<file path="src/rtl/project_select_ctrl.sv">
// project_select_ctrl: Wishbone-slave owner of the one-hot `active` vector that
// selects which user project drives the shared io/la buses. Switching is
// break-before-make: old project off, all-zero `active` for `gap` cycles, a
// one-cycle MAKE that commits the pending selection, then the new project on.
//
// Ports:
//   wb_clk_i, wb_rst_n         clock, synchronous active-low reset
//   wbs_stb_i/cyc_i/we_i       Wishbone request qualifiers
//   wbs_sel_i[3:0]             byte enables
//   wbs_dat_i[31:0]            write data
//   wbs_adr_i[31:0]            byte address (window of 3 registers at BASE_ADDR)
//   wbs_ack_o, wbs_dat_o       one-cycle acknowledge, read data valid with ack
//   active[31:0]               one-hot project enable (onehot0 every cycle)
//   busy                       switch sequence in progress
//   switch_done                pulse in the first cycle the new selection drives
module project_select_ctrl #(
    parameter logic [31:0] BASE_ADDR    = 32'h3000_0000,
    parameter int unsigned NUM_PROJECTS = 32,
    parameter logic [7:0]  GAP_DEFAULT  = 8'd4
) (
    input  logic        wb_clk_i,
    input  logic        wb_rst_n,
    input  logic        wbs_stb_i,
    input  logic        wbs_cyc_i,
    input  logic        wbs_we_i,
    input  logic [3:0]  wbs_sel_i,
    input  logic [31:0] wbs_dat_i,
    input  logic [31:0] wbs_adr_i,
    output logic        wbs_ack_o,
    output logic [31:0] wbs_dat_o,
    output logic [31:0] active,
    output logic        busy,
    output logic        switch_done
);

    localparam int unsigned DW    = 32;
    localparam int unsigned SEL_W = 5;
    localparam int unsigned GAP_W = 8;
    localparam int unsigned CNT_W = 8;

    typedef enum logic [1:0] {
        IDLE  = 2'd0,
        BREAK = 2'd1,
        MAKE  = 2'd2
    } state_t;

    state_t             state, state_n;
    logic [GAP_W-1:0]   gap_cnt, gap_cnt_n;
    logic [SEL_W-1:0]   cur_sel, cur_sel_n;
    logic               cur_en, cur_en_n;
    logic [CNT_W-1:0]   count, count_n;
    logic [DW-1:0]      active_n;
    logic               busy_n;
    logic               switch_done_n;

    logic [SEL_W-1:0]   pend_sel;
    logic               pend_en;
    logic [GAP_W-1:0]   gap;
    logic               err;

    logic               wb_hit;
    logic               wb_req;
    logic               ctrl_wr;
    logic               gap_wr;
    logic [1:0]         reg_off;
    logic [7:0]         wr_idx;
    logic               wr_en;
    logic               wr_bad;
    logic [GAP_W-1:0]   gap_wr_val;
    logic [DW-1:0]      rdata;
    logic               sel_differs;
    logic               unused_bits;

    assign unused_bits = ^{wbs_adr_i[1:0], wbs_sel_i[3:2], wbs_dat_i[31:9]};

    // Wishbone request decode; ack suppresses a re-issue in the ack cycle
    assign wb_hit  = (wbs_adr_i[31:4] == BASE_ADDR[31:4]);
    assign wb_req  = wbs_stb_i & wbs_cyc_i & ~wbs_ack_o & wb_hit;
    assign reg_off = wbs_adr_i[3:2];
    assign ctrl_wr = wb_req & wbs_we_i & (reg_off == 2'd0);
    assign gap_wr  = wb_req & wbs_we_i & (reg_off == 2'd2) & wbs_sel_i[0];

    // CTRL write merged per byte lane. The whole low byte is range-checked so
    // an index above the 5-bit field (e.g. 0x20) is rejected, not aliased.
    assign wr_idx     = wbs_sel_i[0] ? wbs_dat_i[7:0] : 8'(pend_sel);
    assign wr_en      = wbs_sel_i[1] ? wbs_dat_i[8] : pend_en;
    assign wr_bad     = wr_en && (32'(wr_idx) >= NUM_PROJECTS);
    assign gap_wr_val = (wbs_dat_i[7:0] == 8'd0) ? GAP_W'(1) : wbs_dat_i[7:0];

    // Selection differs; cur_sel is a don't-care when both are disabled
    assign sel_differs = (pend_en != cur_en) || (pend_en && (pend_sel != cur_sel));

    // Register read mux
    always_comb begin
        rdata = '0;
        case (reg_off)
            2'd0:    rdata = {23'd0, pend_en, 3'd0, pend_sel};
            2'd1:    rdata = {8'd0, count, 5'd0, err, busy, cur_en, 3'd0, cur_sel};
            2'd2:    rdata = {24'd0, gap};
            default: rdata = '0;
        endcase
    end

    // Wishbone-side registers
    always_ff @(posedge wb_clk_i) begin
        if (!wb_rst_n) begin
            wbs_ack_o <= 1'b0;
            wbs_dat_o <= '0;
            pend_sel  <= '0;
            pend_en   <= 1'b0;
            gap       <= GAP_DEFAULT;
            err       <= 1'b0;
        end else begin
            wbs_ack_o <= wb_req;
            wbs_dat_o <= (wb_req && !wbs_we_i) ? rdata : '0;
            if (ctrl_wr) begin
                if (wr_bad) begin
                    err <= 1'b1;
                end else begin
                    err      <= 1'b0;
                    pend_sel <= wr_idx[SEL_W-1:0];
                    pend_en  <= wr_en;
                end
            end
            if (gap_wr) begin
                gap <= gap_wr_val;
            end
        end
    end

    // Switch FSM next-state and registered-output computation
    always_comb begin
        state_n       = state;
        gap_cnt_n     = gap_cnt;
        cur_sel_n     = cur_sel;
        cur_en_n      = cur_en;
        count_n       = count;
        switch_done_n = 1'b0;

        case (state)
            IDLE: begin
                if (sel_differs) begin
                    state_n   = BREAK;
                    gap_cnt_n = gap;
                end
            end
            BREAK: begin
                gap_cnt_n = gap_cnt - GAP_W'(1);
                if (gap_cnt == GAP_W'(1)) begin
                    state_n = MAKE;
                end
            end
            MAKE: begin
                cur_sel_n     = pend_sel;
                cur_en_n      = pend_en;
                count_n       = count + CNT_W'(1);
                switch_done_n = 1'b1;
                state_n       = IDLE;
            end
            default: begin
                state_n = IDLE;
            end
        endcase

        // Outputs are registered from the next state so they track the state
        // they belong to in the same cycle.
        active_n = ((state_n == IDLE) && cur_en_n) ? (DW'(1) << cur_sel_n) : '0;
        busy_n   = (state_n != IDLE);
    end

    // Switch FSM state register
    always_ff @(posedge wb_clk_i) begin
        if (!wb_rst_n) begin
            state       <= IDLE;
            gap_cnt     <= '0;
            cur_sel     <= '0;
            cur_en      <= 1'b0;
            count       <= '0;
            active      <= '0;
            busy        <= 1'b0;
            switch_done <= 1'b0;
        end else begin
            state       <= state_n;
            gap_cnt     <= gap_cnt_n;
            cur_sel     <= cur_sel_n;
            cur_en      <= cur_en_n;
            count       <= count_n;
            active      <= active_n;
            busy        <= busy_n;
            switch_done <= switch_done_n;
        end
    end

endmodule

</file>
<file path="config.mk">
export PLATFORM = sky130hd
export DESIGN_NAME = project_select_ctrl
export DESIGN_NICKNAME = d
export VERILOG_FILES = /design/src/rtl/project_select_ctrl.sv
export SDC_FILE = /design/constraint.sdc
export NUM_CORES = 1
export LEC_CHECK = 0
export CAP_MARGIN = 10
export CORE_MARGIN = 10
export CORE_UTILIZATION = 44
export DETAILED_ROUTE_END_ITERATION = 7
export GPL_TIMING_DRIVEN = 0
export HOLD_SLACK_MARGIN = 0.15
export PLACE_DENSITY_LB_ADDON = 0.05
export REMOVE_ABC_BUFFERS = 1
export SLEW_MARGIN = 0
export SYNTH_ARGS = -nofsm -noshare
export SYNTH_HDL_FRONTEND = slang
export SYNTH_SLANG_ARGS = --single-unit
</file>
<file path="constraint.sdc">
create_clock -name wb_clk_i -period 2.7 [get_ports wb_clk_i]
set_clock_uncertainty 0.2 [all_clocks]
set_input_delay 0.27 -clock wb_clk_i [delete_from_list [all_inputs] [get_ports wb_clk_i]]
set_output_delay 0.27 -clock wb_clk_i [all_outputs]
set_load 0.01 [all_outputs]
</file>
=== Yosys cells after proc, flatten, opt, wreduce, memory -nomap -nowiden ===
Cells that the tools add are included.

* Add/sub/neg operators: 2
* Multipliers: 0
* Div/mod/pow operators: 0
* $lt $le $gt $ge: 1
* Equality and inequality tests: 9
* Shift operators: 1
* Mux-type cells: 13
* Bitwise logic cells: 9
* Reductions and logical operators: 16

{| class="wikitable"
|+ Operator list
! kind !! count
|-
| 24-bit one-hot mux with 3 select lines || 1
|-
| 1-bit by 5-bit left shift with 32-bit output, first input constant || 1
|-
| 28-bit by 26-bit equality test with 1-bit output, second input constant || 1
|-
| 8-bit two-way mux || 3
|-
| 8-bit one-hot mux with 2 select lines || 1
|-
| 8-bit by 1-bit adder with 8-bit output, second input constant || 1
|-
| 8-bit by 1-bit equality test with 1-bit output, second input constant || 1
|-
| 8-bit by 6-bit greater-or-equal comparator with 1-bit output, second input constant || 1
|-
| 8-bit zero test || 1
|-
| 2-bit AND reduction || 4
|-
| 8-bit by 1-bit subtractor with 8-bit output, second input constant || 1
|-
| 1-bit AND || 7
|-
| 2-bit zero test || 3
|-
| 5-bit two-way mux || 1
|-
| 5-bit != test || 1
|-
| 2-bit by 1-bit equality test with 1-bit output, second input constant || 2
|-
| 2-bit equality test, second input constant || 2
|-
| 1-bit logical AND || 4
|-
| 1-bit two-way mux || 4
|-
| 2-bit two-way mux || 2
|-
| 2-bit one-hot mux with 2 select lines || 1
|-
| 2-bit nonzero test || 2
|-
| 2-bit != test, second input constant || 1
|-
| 1-bit inverter || 2
|-
| other kinds (3) || 3
|}

* Register bits: 106
* Bits in latches: 0
* RAM bits: 0
* Bits in read-only memories: 0
* Bits of input ports: 73
* Output and inout bits: 67
* Logic and storage cells: 65
* Memories: 0

=== Longest topological paths before layout ===
Gate-level depths: netlist of run 1.

* Depth in word-level cells: 8
* Gate-level depth with buffers: 7
* Gate-level depth less buffers: 5

=== Worst setup path before layout of run 1 ===
Ideal clock, no wire load.

* Kind: register to register
* Start: reg pend_sel[3]
* End: reg gap_cnt[7]
* Library setup time: 59 ps
* Data arrival time: 1,775 ps
* Data required time: 2,441 ps
* Setup slack: 666 ps
* Stages on the path, launching flop included: 8
* Buffers on the path: 2
* Period minus slack after synthesis: 2,034 ps
* Cell sequence: dfxtp_1 > buf_6 > xor2_1 > or4_4 > o21a_1 > buf_6 > a221oi_2 > o31a_1

* Cells in the longest elaborated chain, start to end: 5

{| class="wikitable"
|+ RTL lines
! item !! line !! source
|-
| start: declaration || 56 || <nowiki>logic [SEL_W-1:0] pend_sel;</nowiki>
|-
| start signal: assignment || 121 || <nowiki>pend_sel <= wr_idx[SEL_W-1:0];</nowiki>
|-
| 5-bit != test || 91 || <nowiki>assign sel_differs = (pend_en != cur_en) || (pend_en && (pend_sel != cur_sel));</nowiki>
|-
| 1-bit logical AND || 91 ||
|-
| 1-bit logical OR || 91 ||
|-
| 2-bit != test (no line) || n/a ||
|-
| 2-bit AND reduction (no line) || n/a ||
|-
| end signal: assignment || 184 || <nowiki>gap_cnt <= gap_cnt_n;</nowiki>
|-
| end: declaration || 48 || <nowiki>logic [GAP_W-1:0] gap_cnt, gap_cnt_n;</nowiki>
|}

Every way passes these cells.
A chain may end at the register's enable or synchronous reset.

=== Final worst setup path of run 1 ===
* Start: reg pend_sel[3]
* End: reg active[0]

* Cells in the longest elaborated chain, start to end: 8
* Elaborated cells on any way between the ends: 10
* Classes of those cells: 1 x eq/ne; 1 x shift; 3 x mux; 5 x reduce/logical

{| class="wikitable"
|+ RTL lines
! item !! line !! source
|-
| 5-bit != test || 91 ||
|-
| 1-bit logical AND || 91 ||
|-
| 1-bit logical OR || 91 ||
|-
| 2-bit two-way mux || 142 || <nowiki>if (sel_differs) begin</nowiki>
|-
| 2-bit one-hot mux with 2 select lines || 140 || <nowiki>case (state)</nowiki>
|-
| 2-bit zero test || 167 || <nowiki>active_n = ((state_n == IDLE) && cur_en_n) ? (DW'(1) << cur_sel_n) : '0;</nowiki>
|-
| 1-bit logical AND || 167 ||
|-
| 2-bit AND reduction (no line) || n/a ||
|-
| end signal: assignment || 188 || <nowiki>active <= active_n;</nowiki>
|-
| end: declaration || 31 || <nowiki>output logic [31:0] active,</nowiki>
|}

Parallel ways exist; a longest one is shown, timed or not.

==> results.json, run 1 <==
{
  "gp_congestion": 0.804,
  "cts-buffers-inserted": 9,
  "period_share": 0.921,
  "row_count": 33,
  "cts.clk_slew.worst_paths_ns": 0.09,
  "nFillCells": 757,
  "rrSetupSlack_ns": 0.21,
  "yosys.area.top_type": "dfxtp_1",
  "fin_ws_ns": 0.213,
  "vias_per_cell": 5.01,
  "nets": 582,
  "first_pass_iters": 4,
  "worstSetupEndpointType": "flip-flop",
  "grt_remaining_overflow": 0,
  "syn2layout_area_growth_pct": 31.2,
  "worstMarginPinSlew_ns": 1.04,
  "synthMuxAreaShare": 0.0400,
  "multi_input_area_um2": 1720,
  "hpwl_mm": 7.03,
  "cts_max_level": 3,
  "core-area_um2": 8260,
  "status": "finished, final reports clean",
  "syn_inst": 418,
  "syn_area_um2": 3760,
  "yosysSeqAreaShare": 0.496,
  "drt-initial-drc-count": 122,
  "cts_root_buf": "clkbuf_8",
  "max_freq_mhz": 402,
  "synth-simple-area-share": 0.282,
  "tritoncts": "yes",
  "grt_setup_unrepaired": "false",
  "max_cap_viol_count": 0,
  "worst-path-max-fanout": 13,
  "synth_xor_xnor_area_share": 0.0256,
  "ir_drop_mv": 0.236,
  "antenna_found_initial": 0,
  "grt_pass1_vias": 3053,
  "synthTopCellsByCount": "dfxtp_1 (93), nor2_1 (55), nand2_1 (51)",
  "clock-sinks": 93,
  "cpPeakStageDelay_ns": 0.57,
  "grt_pass1_wl_mm": 14.8,
  "routed_wirelength_mm": 9.20,
  "p_leak_nw": 1.79,
  "wl_per_cell_um": 14.9,
  "final_layout_size_suffix_gt1_frac": 0.0607,
  "hold_viol": 0,
  "hold_slack_ns": 0.191,
  "synth_seq_cells": 93,
  "synth-main-ff-cell": "dfxtp_1",
  "hold_class": "in2reg",
  "synth_compound_area_frac": 0.0856,
  "synth_top_area_frac": 0.496,
  "min_from": "wb_rst_n",
  "start_util": 0.455,
  "pin_count": 140,
  "ant_nets": 0,
  "gr-usage-all-layers": 0.141,
  "cp_data_required_time_ns": 2.79,
  "yosysUniqueCellTypes": 52,
  "synth_warnings": 0,
  "slew_headroom": 0.304,
  "r2r_end": "active[0]",
  "synth_edf_count": 0,
  "power_density_nw_per_um2": 484,
  "yosysMostFrequentCell": "dfxtp_1",
  "slowest_stage": "or4_4",
  "setup_viol": 0,
  "reg2reg_from": "pend_sel[3]",
  "crit_chain": "xor2_1 -> or4_4 -> o21ai_4 -> o211ai_1 -> nor2_1",
  "syn_avg_cell_area_um2": 8.99,
  "p_total_mw": 2.39,
  "report.final.slew_viol_count": 0,
  "synth_top_family_by_area": "simple AND/OR/NAND/NOR gates",
  "startpoint": "pend_sel[3]",
  "drc": 0,
  "async_reset_ff_frac": 0,
  "port_buffers": 99,
  "die_area_um2": 12600,
  "fin_tns_setup_ns": 0,
  "place_ws_ns": -0.901,
  "grt_max_degree": 26,
  "ff_latch_area_um2": 1860,
  "r2r_cells": 5,
  "clk_latency_ns": 0.37,
  "vias": 3084,
  "synthTopCellsByArea": "dfxtp_1 (50%), nor2_1 (5.5%), nand2_1 (5.1%)",
  "diodes": 0,
  "die_h_um": 112,
  "start_kind": "flip-flop",
  "fp.dieW_um": 112,
  "endpoint": "active[0]",
  "setup.worst_path.class": "reg2reg",
  "min_period_ns": 2.49,
  "crit_arrival_ns": 2.58,
  "cts_max_path_buffers": 2,
  "synth-adder-area-share": 0.00999
}
[critical path: cells and delay by family, from the launching register on]
kind	cells	cell delay [ns]
AOI/OAI and AO/OA	2	0.86
xor gates and xnor gates	1	0.10
DFF	1	0.47
and+or+nand+nor	2	0.77
[routing by layer]
| metal | track usage | routed length, um | vias to the layer above |
|---|---|---|---|
| li1 | - | - | 1575 |
| met1 | 0.157 | 3890 | 1416 |
| met2 | 0.240 | 4460 | 82 |
| met3 | 0.0527 | 710 | 11 |
| met4 | 0.0558 | 136 | 0 |
| met5 | 0 | 0 | - |
[cell families (layout without fill, tap and decap cells)]
kind of cell / count (synthesis) / in the layout
XOR/XNOR: 11 / 11
AO/OA/AOI/OAI: 54 / 54
other: 1 / 13
AND/OR/NAND/NOR: 201 / 201
flip-flops: 93 / 93
multiplexers: 15 / 15
buffers and inverters: 40 / 121
adder cells (fa/ha/maj): 3 / 3
[through the flow]
stage,utilization,std cells,area (um2)
floorplan,-,393,3590
CTS,0.597,616,4930
finish,0.597,616,4930
global route,0.597,616,4930
global placement,0.570,597,4710
detailed placement,0.570,597,4710
[repair_timing]
item                                    in CTS  in global routing
hold buffers                                 0                  0
cloned                                       1                  0
buffers inserted                             2                  0
resized for setup                            4                  1
endpoints found under the setup margin      51                  3
pin swaps                                    1                  0
[power breakdown]
| group | internal [mW] | leakage (nW) | switching, mW |
|---|---|---|---|
| logic | 0.0661 | 0.949 | 0.0517 |
| registers | 1.37 | 0.749 | 0.0000000000693 |
| clock network | 0.376 | 0.0954 | 0.522 |
[cell usage in the layout (no fill, tap or decap), drive strengths merged, types with 7 or more instances in the layout]
| cell | n |
|---|---|
| conb | 13 |
| clkdlybuf4s50 | 98 |
| a21oi | 18 |
| mux2i | 15 |
| o21ai | 20 |
| dfxtp | 93 |
| xor2 | 8 |
| and3 | 11 |
| nand2 | 51 |
| nand2b | 7 |
| nor3 | 8 |
| nor4 | 9 |
| clkbuf | 11 |
| and2 | 10 |
| nor2 | 55 |
| nand3 | 22 |
[how the worst min path moves through the flow]
stage | end | slack, ns | cells after the start
floorplan | gap[2] | 0.13 | 1
global placement | err | 0.25 | 2
detailed placement | err | 0.25 | 2
CTS | err | 0.27 | 2
global route | gap[2] | 0.22 | 2
finish | gap[2] | 0.19 | 2
[flip-flops by register name, summed over array words and instances (netlist names)]
register     cells
state            2
active          32
count            8
pend_en          1
err              1
switch_done      1
wbs_dat_o       19
cur_sel          5
pend_sel         5
busy             1
gap_cnt          8
cur_en           1
wbs_ack_o        1
gap              8
[final cells by class]
| type | instances | area share |
|---|---|---|
| Sequential cell | 93 | 0.378 |
| Multi-Input combinational cell | 297 | 0.350 |
| Timing Repair Buffer | 101 | 0.203 |
| Clock buffer | 10 | 0.0279 |
| Tap cell | 105 | 0.0267 |
| Clock inverter | 6 | 0.0109 |
| Inverter | 3 | 0.00305 |
| Timing Repair inverter | 1 | 0.00102 |
Note: power is estimated with default switching activity, not from simulation.
==> run 2, diff against run 1 <==
--- a/config.mk
+++ b/config.mk
@@ -11,7 +11,7 @@
 export DETAILED_ROUTE_END_ITERATION = 7
 export GPL_TIMING_DRIVEN = 0
 export HOLD_SLACK_MARGIN = 0.15
-export PLACE_DENSITY_LB_ADDON = 0.05
+export PLACE_DENSITY_LB_ADDON = 0.12
 export REMOVE_ABC_BUFFERS = 1
 export SLEW_MARGIN = 0
 export SYNTH_ARGS = -nofsm -noshare
==> constraint.sdc (replaced) <==
create_clock -name wb_clk_i -period 2.3 [get_ports wb_clk_i]
set_clock_uncertainty 0.2 [all_clocks]
set_input_delay 0.23 -clock wb_clk_i [delete_from_list [all_inputs] [get_ports wb_clk_i]]
set_output_delay 0.23 -clock wb_clk_i [all_outputs]
set_load 0.01 [all_outputs]
==> results.json, run 2 (same netlist as run 1, synthesis figures left out) <==
{
  "crit_arrival_ns": 2.28,
  "cts_max_path_buffers": 2,
  "hold_class": "reg2reg",
  "pin_count": 140,
  "p_total_mw": 2.78,
  "ir_drop_mv": 0.311,
  "final_layout_size_suffix_gt1_frac": 0.0830,
  "drt-initial-drc-count": 150,
  "drc": 0,
  "cts.clk_slew.worst_paths_ns": 0.10,
  "clock-sinks": 93,
  "hold_buffers": 0,
  "period_share": 0.945,
  "start_kind": "flip-flop",
  "dpl-instance-area_um2": 4710,
  "largestRegisters": "active: 32 flops, wbs_dat_o: 19 flops",
  "vias_per_cell": 5.13,
  "r2r_cells": 5,
  "r2r_end": "gap_cnt[7]",
  "cts_max_level": 3,
  "setup_viol": 0,
  "grt_pass1_vias": 3066,
  "die_h_um": 112,
  "clk_latency_ns": 0.35,
  "mostFrequentLayoutCells": "clkdlybuf4s50_1 (98), dfxtp_1 (91), nor2_1 (55)",
  "final_util": 0.608,
  "gp_congestion": 0.823,
  "worst-path-max-fanout": 9,
  "min_period_ns": 2.17,
  "port_buffers": 99,
  "fin_area_um2": 5020,
  "report.final.slew_viol_count": 0,
  "reg2reg_from": "pend_sel[1]",
  "startpoint": "pend_sel[1]",
  "cts_root_buf": "clkbuf_8",
  "grt_pass1_wl_mm": 15.4,
  "start_util": 0.455,
  "grt_remaining_overflow": 0,
  "setup.worst_path.class": "reg2reg",
  "wl_per_cell_um": 15.4,
  "hold_viol": 0,
  "first_pass_iters": 4,
  "endpoint": "gap_cnt[7]",
  "final_common_cell": "clkdlybuf4s50_1",
  "min_from": "err",
  "rrSetupSlack_ns": 0.13,
  "diodes": 0,
  "die_area_um2": 12600,
  "routed_wirelength_mm": 9.62,
  "cp_data_required_time_ns": 2.40,
  "tritoncts": "yes",
  "max_freq_mhz": 460,
  "hpwl_mm": 7.09,
  "grt_max_degree": 26,
  "p_leak_nw": 1.84,
  "nets": 589,
  "status": "finished, final reports clean",
  "grt_setup_unrepaired": "false",
  "vias": 3198,
  "power_density_nw_per_um2": 554,
  "worstSetupEndpointType": "flip-flop",
  "worstMarginPinSlew_ns": 0.940,
  "nFillCells": 762,
  "max_cap_viol_count": 0,
  "antenna_found_initial": 0,
  "dp.cells": 597,
  "slew_headroom": 0.372,
  "ant_nets": 0,
  "regMostFlops": "active",
  "cts-buffers-inserted": 9,
  "core-area_um2": 8260,
  "row_count": 33,
  "stdcell_count": 623,
  "largest_reg_flops": 32,
  "fp.dieW_um": 112,
  "gr-usage-all-layers": 0.147,
  "syn2layout_area_growth_pct": 33.6
}
## run 2: cell types whose count changed in the layout (fill, tap and decap cells not counted), moves of 2 or more
cell and delta:
buf_4 +6, dfxtp_2 +2, inv_6 +2, dfxtp_1 -2, clkinv_4 -2
## run 2: worst max-delay path, stage by stage (launching register included)
cell,delay [ns]
dfxtp_1,0.51
xor2_1,0.11
or4_4,0.52
o21a_1,0.33
a221oi_2,0.29
o31a_1,0.17
## run 2: how the worst min path moves through the flow
stage	depth (start not counted)	end	slack (ns)
detailed placement	2	err	0.26
CTS	2	err	0.27
floorplan	1	gap[2]	0.09
finish	2	err	0.27
global route	2	err	0.29
global placement	2	err	0.25
## run 2: timing repair
action                                  in CTS  in global routing
buffers inserted                             6                  3
pin swaps                                    2                  2
endpoints found under the setup margin      64                 11
gates cloned                                 1                  0
gates resized for setup                      7                  4
## run 2: power breakdown
group | switching, mW | total (mW) | internal, mW
combinational | 0.0620 | 0.140 | 0.0780
sequential | 0.0000000000819 | 1.61 | 1.61
clock | 0.594 | 1.03 | 0.438
total | 0.656 | 2.78 | 2.12
## run 2: metal layers
metal  wire, um  track usage  vias to the layer above
li1           -            -                     1594
met1       3810        0.165                     1501
met2       5020        0.264                       90
met3        658       0.0389                       13
met4        131       0.0457                        0
met5          0            0                        -
## run 2: metrics by stage
stage | setup TNS (ns) | worst slack [ns] | hold WS [ns]
2_1_floorplan | 0 | 0.00676 | 0.0919
3_3_place_gp | -56.18 | -1.27 | 0.252
3_5_place_dp | -57.47 | -1.29 | 0.256
4_1_cts | 0 | 0.00441 | 0.271
5_1_grt | 0 | 0.0188 | 0.287
6_report | 0 | 0.126 | 0.269
## run 2: area by class of cell
cell class / count / area (um2) / share of cell area
clock buffers: 10 / 138 / 0.0274
clock inverters: 6 / 50.0 / 0.00998
inverters: 3 / 15.0 / 0.00299
multi-input cells: 297 / 1740 / 0.347
flip-flops and latches: 93 / 1860 / 0.372
well taps: 105 / 131 / 0.0262
repair buffers: 108 / 1070 / 0.214
repair inverters: 1 / 5.00 / 0.000998
==> run 3, diff against run 2 <==
--- a/config.mk
+++ b/config.mk
@@ -6,13 +6,15 @@
 export NUM_CORES = 1
 export LEC_CHECK = 0
 export CAP_MARGIN = 10
+export CELL_PAD_IN_SITES_DETAIL_PLACEMENT = 1
+export CELL_PAD_IN_SITES_GLOBAL_PLACEMENT = 2
 export CORE_MARGIN = 10
-export CORE_UTILIZATION = 44
+export CORE_UTILIZATION = 25
+export CTS_CLUSTER_SIZE = 40
 export DETAILED_ROUTE_END_ITERATION = 7
 export GPL_TIMING_DRIVEN = 0
 export HOLD_SLACK_MARGIN = 0.15
 export PLACE_DENSITY_LB_ADDON = 0.12
-export REMOVE_ABC_BUFFERS = 1
 export SLEW_MARGIN = 0
 export SYNTH_ARGS = -nofsm -noshare
 export SYNTH_HDL_FRONTEND = slang
==> results.json, run 3 (same netlist as run 1, synthesis figures left out) <==
{
  "status": "finished, final reports clean",
  "grt_pass1_wl_mm": 19.0,
  "ir_drop_mv": 0.304,
  "worstSetupEndpointType": "flip-flop",
  "gp_congestion": 0.751,
  "hold_slack_ns": 0.177,
  "drt-initial-drc-count": 126,
  "hold_buffers": 0,
  "crit_arrival_ns": 2.27,
  "start_util": 0.256,
  "vias_per_cell": 4.48,
  "ant_nets": 0,
  "largest_reg_flops": 32,
  "antenna_found_initial": 0,
  "hold_viol": 0,
  "syn2layout_area_growth_pct": 45.0,
  "stdcell_count": 734,
  "final_common_cell": "clkdlybuf4s50_1",
  "die_area_um2": 20300,
  "drc": 0,
  "power_density_nw_per_um2": 627,
  "largestRegisters": "active: 32 flops, wbs_dat_o: 19 flops",
  "max_cap_viol_count": 0,
  "worst-path-max-fanout": 10,
  "clk_latency_ns": 0.35,
  "p_leak_nw": 2.03,
  "port_buffers": 97,
  "p_total_mw": 3.42,
  "hold_class": "in2reg",
  "start_kind": "flip-flop",
  "grt_remaining_overflow": 0,
  "max_freq_mhz": 456,
  "hpwl_mm": 9.24,
  "wl_per_cell_um": 16.2,
  "mostFrequentLayoutCells": "clkdlybuf4s50_1 (95), dfxtp_1 (92), nor2_1 (53)",
  "pin_count": 140,
  "row_count": 44,
  "routed_wirelength_mm": 11.9,
  "cpPeakStageDelay_ns": 0.52,
  "setup.worst_path.class": "reg2reg",
  "fp.dieW_um": 143,
  "slowest_stage": "or4_4",
  "grt_setup_unrepaired": "false",
  "vias": 3289,
  "cts.clk_slew.worst_paths_ns": 0.07,
  "cts_max_path_buffers": 2,
  "tritoncts": "yes",
  "regMostFlops": "active",
  "min_period_ns": 2.19,
  "final_util": 0.372,
  "period_share": 0.954,
  "crit_chain": "buf_2 -> xor2_1 -> or4_4 -> o21ai_4 -> buf_8 -> o221ai_1 -> a31oi_1",
  "grt_pass1_vias": 3432,
  "cts_max_level": 3,
  "diodes": 0,
  "fin_ws_ns": 0.107,
  "first_pass_iters": 4,
  "cts-buffers-inserted": 9,
  "cp_data_required_time_ns": 2.37,
  "grt_max_degree": 17,
  "gr-usage-all-layers": 0.119,
  "core-area_um2": 14600,
  "final_layout_size_suffix_gt1_frac": 0.109,
  "nets": 621,
  "dp.cells": 711,
  "worstMarginPinSlew_ns": 0.707,
  "setup_viol": 0,
  "clock-sinks": 93,
  "place_ws_ns": -0.516,
  "cts_root_buf": "clkbuf_16",
  "die_h_um": 143,
  "report.final.slew_viol_count": 0,
  "slew_headroom": 0.529
}
-- run 3: cell count changes in the layout (fill, tap and decap cells not counted), moves of 3 or more --
cell / change
buf_4: +12
clkbuf_1: +15
clkbuf_16: +9
clkbuf_8: -9
clkdlybuf4s50_1: -3
clkinvlp_4: -3
inv_6: -3
-- run 3: final timing paths --
kind	slack [ns]	to	start	depth (start not counted)
setup / recovery	0.11	gap_cnt[0]	pend_sel[1]	7
hold / removal	0.18	wbs_dat_o[8]	wbs_adr_i[2]	3
hold reg to reg	0.27	err	err	2
setup reg to reg	0.11	gap_cnt[0]	pend_sel[1]	7
-- run 3: cell type report --
cell class	instances	area, um2
buffer	36	215
clock buffer	10	239
clock inverter	6	93.8
fill	1697	9200
inverter	3	11.3
multi-input combinational	297	1750
sequential	93	1860
tap	184	230
timing repair buffer	105	1040
-- run 3: metrics by stage --
step	cell area [um2]	setup TNS [ns]
final	5450	0
after global routing	5450	0
after CTS	5390	-0.0103
after detailed placement	5000	-16.89
after global placement	5000	-17.03
after floorplan	3800	0
-- run 3: timing repair --
action / CTS / global route
gates resized for setup: 5 / 9
buffers inserted: 5 / 3
pin swaps: 2 / 3
gates cloned: 0 / 0
setup endpoints to repair: 25 / 77
-- run 3: worst max-delay path: cells and delay by family, from the launching register on --
| family | cells | cell delay [ns] |
|---|---|---|
| AO/OA/AOI/OAI | 3 | 0.54 |
| AND/OR/NAND/NOR | 1 | 0.52 |
| buffers and inverters | 2 | 0.37 |
| flip-flops | 1 | 0.30 |
| XOR/XNOR | 1 | 0.18 |
-- run 3: power breakdown --
group | internal [mW] | switching (mW)
Sequential | 1.61 | 0.0000000000763
Combinational | 0.0919 | 0.0685
Clock | 0.993 | 0.655
-- run 3: metal layers --
| layer | up-vias | share of wire | GRT usage |
|---|---|---|---|
| met1 | 1564 | 0.43 | 0.140 |
| met2 | 57 | 0.50 | 0.204 |
| met4 | 0 | 0.015 | 0.0440 |
| met5 | - | 0 | 0 |
| met3 | 12 | 0.052 | 0.0320 |
| li1 | 1656 | - | - |
